==> config.mk <==
export PLATFORM = sky130hd
export DESIGN_NAME = fetch_sequencer
export DESIGN_NICKNAME = d
export VERILOG_FILES = /design/src/rtl/fetch_sequencer.sv
export SDC_FILE = /design/constraint.sdc
export NUM_CORES = 1
export LEC_CHECK = 0
export BUFFER_PORTS_ARGS = -buffer_cell sky130_fd_sc_hd__buf_2
export CAP_MARGIN = 10
export CORE_MARGIN = 8
export CORE_UTILIZATION = 50
export CTS_BUF_LIST = sky130_fd_sc_hd__clkbuf_2
export CTS_CLUSTER_DIAMETER = 150
export DETAILED_ROUTE_END_ITERATION = 7
export PLACE_DENSITY = 0.68
export SYNTH_ARGS = -nofsm -noshare
export SYNTH_HDL_FRONTEND = slang
export SYNTH_SLANG_ARGS = --single-unit
==> constraint.sdc <==
create_clock -name clk -period 5.6 [get_ports clk]
set_input_delay 1.12 -clock clk [delete_from_list [all_inputs] [get_ports clk]]
set_output_delay 1.12 -clock clk [all_outputs]
set_load 0.005 [all_outputs]
==> src/rtl/fetch_sequencer.sv <==
// fetch_sequencer: single-outstanding instruction fetch with a prefetch queue and redirect/drop handling.
// Defining FETCH_BYPASS_EN forwards an ack straight to the decoder when the queue is empty.
module fetch_sequencer #(
   parameter int          DEPTH    = 4,
   parameter logic [31:0] RESET_PC = 32'h0000_0000
) (
   input  logic        clk,
   input  logic        rst,
   output logic        imem_req,
   output logic [31:0] imem_addr,
   input  logic        imem_ack,
   input  logic [31:0] imem_data,
   output logic        dec_valid,
   input  logic        dec_ready,
   output logic [31:0] dec_inst,
   output logic [31:0] dec_pc,
   input  logic        redir_valid,
   input  logic [31:0] redir_pc,
   input  logic        halt
);
   localparam int AW = $clog2(DEPTH);
   typedef enum logic [1:0] {S_IDLE, S_WAIT, S_DROP} state_t;
   state_t        state_q;
   logic          req_q;
   logic [31:0]   addr_q, pc_q;
   logic [31:0]   inst_mem_q [DEPTH];
   logic [31:0]   pc_mem_q [DEPTH];
   logic [AW-1:0] rd_q, wr_q;
   logic [AW:0]   cnt_q;
   logic          has_q, ack_ok, byp, push, pop, issue, unused_pc;
   assign unused_pc = ^redir_pc[1:0];
   assign has_q     = cnt_q != '0;
   assign ack_ok    = state_q == S_WAIT && imem_ack;
`ifdef FETCH_BYPASS_EN
   assign byp = ack_ok && !redir_valid && !has_q;
`else
   assign byp = 1'b0;
`endif
   assign pop       = has_q && dec_ready;
   assign push      = ack_ok && !redir_valid && !(byp && dec_ready);
   // count excludes the outstanding word, but issue only happens from IDLE, so full is the only bound
   assign issue     = state_q == S_IDLE && !halt && !redir_valid && !cnt_q[AW];
   assign imem_req  = req_q;
   assign imem_addr = addr_q;
   assign dec_valid = byp || has_q;
   assign dec_inst  = byp ? imem_data : has_q ? inst_mem_q[rd_q] : '0;
   assign dec_pc    = byp ? addr_q : has_q ? pc_mem_q[rd_q] : '0;
   always_ff @(posedge clk) begin
      if (push) begin
         inst_mem_q[wr_q] <= imem_data;
         pc_mem_q[wr_q]   <= addr_q;
      end
   end
   always_ff @(posedge clk) begin
      if (rst) begin
         state_q <= S_IDLE;
         req_q   <= 1'b0;
         addr_q  <= RESET_PC;
         pc_q    <= RESET_PC;
         rd_q    <= '0;
         wr_q    <= '0;
         cnt_q   <= '0;
      end else begin
         if (issue) begin
            state_q <= S_WAIT;
            req_q   <= 1'b1;
            addr_q  <= pc_q;
         end else if (imem_ack && state_q != S_IDLE) begin
            state_q <= S_IDLE;
            req_q   <= 1'b0;
         end else if (redir_valid && state_q == S_WAIT) begin
            state_q <= S_DROP;
         end
         if (redir_valid) begin
            pc_q  <= {redir_pc[31:2], 2'b00};
            rd_q  <= '0;
            wr_q  <= '0;
            cnt_q <= '0;
         end else begin
            if (ack_ok) pc_q <= pc_q + 32'd4;
            if (push) wr_q <= wr_q + AW'(1);
            if (pop) rd_q <= rd_q + AW'(1);
            cnt_q <= cnt_q + (AW+1)'(push) - (AW+1)'(pop);
         end
      end
   end
endmodule

==> summary.md <==
| Metric | Value |
|---|---|
| Layout fillers | `2080` |
| Hold_buf cts | `0` |
| Commonest non-fill, non-tap cell in the layout | `edfxtp_1` |
| Comb pwr share | `3.4%` |
| Synth top area cells | `edfxtp_1 (58%), dfxtp_1 (11%), mux4_2 (11%)` |
| Synth Instances | `815` |
| RSZ-0062 raised after global routing | `no` |
| DRT Pass-1 Iters | `5` |
| # IOs | `168` |
| Setup tns final | `0 ns` |
| GP Congestion | `0.806` |
| First DRT Iteration DRCs | `499` |
| Top Family by Delay on Critical Path | `flip-flops` |
| CP cell instances | `buf_4 > mux4_2 > and2_1 > buf_2` |
| Tmin final | `3.96 ns` |
| Worst hold stages | `2` |
| Crit-path max FO | `27` |
| Int Pwr | `3.36 mW` |
| IO Port Bufs | `161` |
| Post-synth top flop | `edfxtp_1` |
| Post-DP Area | `0.0139 sq mm` |
| Pin count of the biggest net entering global routing | `63` |
| Nets | `1090` |
| Sw power | `1.01 mW` |
| Critical path depth in cells | `4` |
| Clk network pwr share | `36.9%` |
| Crit. End Element | `output port` |
| H-tree depth | `3` |
| Final Slew Violations | `0` |
| Final hold vios | `0` |
| Design Area, Final | `0.0147 sq mm` |
| Row count | `58` |
| Vias per cell | `5.52` |
| Die area | `0.0311 sq mm` |
| Die H | `176 microns` |
| Area growth from synthesis to layout | `14.1%` |
| ANT nets after route | `0` |
| Share of layout cells above drive strength 1 | `35.2%` |
| Post-layout util | `58.2%` |
| Data required, critical path | `4.48 ns` |
| Share of Yosys cell area claimed by the top area cell type | `58.0%` |
| Actual slew at the worst max-slew pin | `1.07 ns` |
| Top cell type by total area after synthesis | `edfxtp_1` |
| Worst reg2reg path startpoint | `cnt_q[2]` |
| TritonCTS Buffers | `80` |
| First-pass GRT wire length | `42900 microns` |
| Reg area | `0.00890 sq mm` |
| Startpoint Class | `register` |
| Setup Fix Bufs, Post-CTS | `0` |
| Worst Hold Endpoint | `imem_addr[15]` |
| Avg Cell Area, Syn | `15.8 sq um` |
| Switch share | `23.1%` |
| Remaining global-route overflow | `0` |
| Clock Pin Slew Worst Setup and Hold Paths | `0.10 ns` |
| Multi-input gate area | `0.00366 sq mm` |
| Detailed Place HPWL | `16300 microns` |
| RR Endpoint | `cnt_q[2]` |
| Worst R2R Setup Slack | `2.53 ns` |
| Via count | `7765` |
| CTS Buffer Depth | `3` |
| Routed Wire Length | `27500 microns` |
| Total power | `4.37 mW` |
| Initial antenna violation count | `3` |
| Unique masters post-synth | `61` |
| Post-synth ARST share | `0%` |
| CTS sink cnt | `320` |
| Worst VDD drop | `0.150 mV` |
| Share of power burned in registers | `59.7%` |
| Crit-path slowest cell | `dfxtp_4` |
| Post-synth EDFFs | `248` |
| Pwr dens | `298 mW/mm^2` |
| Clock root buffer | `clkbuf_2` |
| Fmax | `252 MHz` |
| Die width | `176 microns` |
| Lkg Pwr | `5.48 nW` |
| Synthesized area | `0.0128 sq mm` |
| #FFs+latches synth | `320` |
| Core area | `0.0252 sq mm` |
| Max Cap Violations | `0` |
| Seq/Total Area, Yosys | `69.2%` |
| CTS resizes | `0` |
| Wire length per cell | `19.5 microns` |
| Total GRT Usage | `17.6%` |
| Ys Warns | `0` |
| Drc violations | `0` |
| Most frequent cells in the layout | `edfxtp_1 (248), buf_2 (161), clkbuf_2 (125)` |
| Outcome | `complete, no violations` |
| Slowest stage delay, CP | `0.70 ns` |
| CTS tree | `yes` |
| Worst Hold Slack | `0.480 ns` |
| Vias in the first global route | `7987` |
| Final setup viols | `0` |
| Arrival time of the worst setup path | `2.84 ns` |
| Type of the worst setup path | `register to output port` |
| Later-pin clock latency in the skew report | `0.83 ns` |
| Starting density of the core | `51.0%` |
| Worst min-delay path category | `register to register` |
| Worst slew margin | `28.7%` |
| Layout Skew | `0.0643 ns` |
| Worst Path Buf+Inv | `2` |
| Worst Reg-to-Reg Cells | `11` |
| Min-delay src | `pc_q[15]` |
| Final period util | `70.7%` |
==> synth_stat cells (2+ instances only) <==
cell type and instances:
xnor2_1 5, nor3b_1 2, nand2b_1 2, xor2_1 7
inv_1 11, nor2_1 31, a2111oi_0 2, o211a_1 2
or4_1 8, edfxtp_1 248, mux4_2 62, and3_1 6
o311a_1 2, clkbuf_8 4, a211oi_1 9, nand4b_1 2
nand4_1 14, nor4_1 8, dfxtp_1 72, nor3_1 3
o31a_1 3, a2111oi_1 2, o21ai_0 7, or3_1 8
ha_1 7, buf_4 6, a311oi_1 12, nand3_1 9
o31ai_1 7, nand2_1 81, and2_1 63, a21oi_1 34
o211ai_1 2, and4_1 7, buf_2 10, clkbuf_1 32
==> how the worst max path moves through the flow <==
stage                             endpoint   startpoint  slack, ns
after floorplan           inst_mem_q[0][0]  redir_valid       2.03
after global placement        dec_inst[31]     register       2.35
after detailed placement      dec_inst[31]     register       2.36
after CTS                     dec_inst[31]     register       1.45
after global routing          dec_inst[31]     register       1.37
final                         dec_inst[31]     register       1.64
==> power groups by stage <==
stage | combinational [mW] | sequential (mW) | clock, mW
final | 0.148 | 2.61 | 1.61
after global routing | 0.164 | 2.61 | 1.79
after CTS | 0.150 | 2.61 | 1.66
after detailed placement | 0.149 | 2.66 | 0
after global placement | 0.146 | 2.66 | 0
after floorplan | 0.0879 | 2.65 | 0
==> area by class of cell <==
| class | instances | share of cell area [%] |
|---|---|---|
| Sequential cell | 320 | 60.7 |
| Clock buffer | 125 | 4.27 |
| Clock inverter | 20 | 1.08 |
| Timing Repair Buffer | 167 | 5.81 |
| Multi-Input combinational cell | 432 | 25.0 |
| Tap cell | 330 | 2.82 |
| Antenna cell | 2 | 0.0342 |
| Inverter | 11 | 0.282 |
==> sequential cells by signal (all words and copies together), names as in the netlist, named ones only <==
name / cells
imem_addr: 30
imem_req: 1
state_q: 2
pc_mem_q: 120
rd_q: 2
pc_q: 30
inst_mem_q: 128
wr_q: 2
cnt_q: 3
==> cells by family after synthesis <==
kind of cell               share of synthesized area, %
AOI/OAI and AO/OA                                  4.76
adders and majority gates                         0.838
DFF                                                69.2
other                                            0.0292
xor gates and xnor gates                          0.818
muxes                                              10.9
and+or+nand+nor                                    10.9
buffers and inverters                              2.61
==> tightest hold or removal path, cell delays in order, from the launching register on <==
cell,delay (ns)
dfxtp_1,0.35
nand2_1,0.08
a21oi_1,0.06
==> routing by layer <==
layer / share of wire, % / track usage (%) / routed length, microns / vias to the layer above
li1: - / - / - / 3618
met1: 42 / 22.5 / 11700 / 3858
met2: 48 / 28.4 / 13300 / 258
met3: 7.6 / 4.83 / 2090 / 29
met4: 1.5 / 6.61 / 403 / 2
met5: 0.033 / 0 / 9 / -
==> per-stage QoR <==
| step | worst slack, ns | cells |
|---|---|---|
| after global routing | 1.37 | 1407 |
| final | 1.64 | 1407 |
| after global placement | 2.35 | 1260 |
| after detailed placement | 2.36 | 1260 |
| after CTS | 1.45 | 1405 |
| after floorplan | 2.03 | 818 |
No activity file was read; power rests on OpenSTA's default activity.
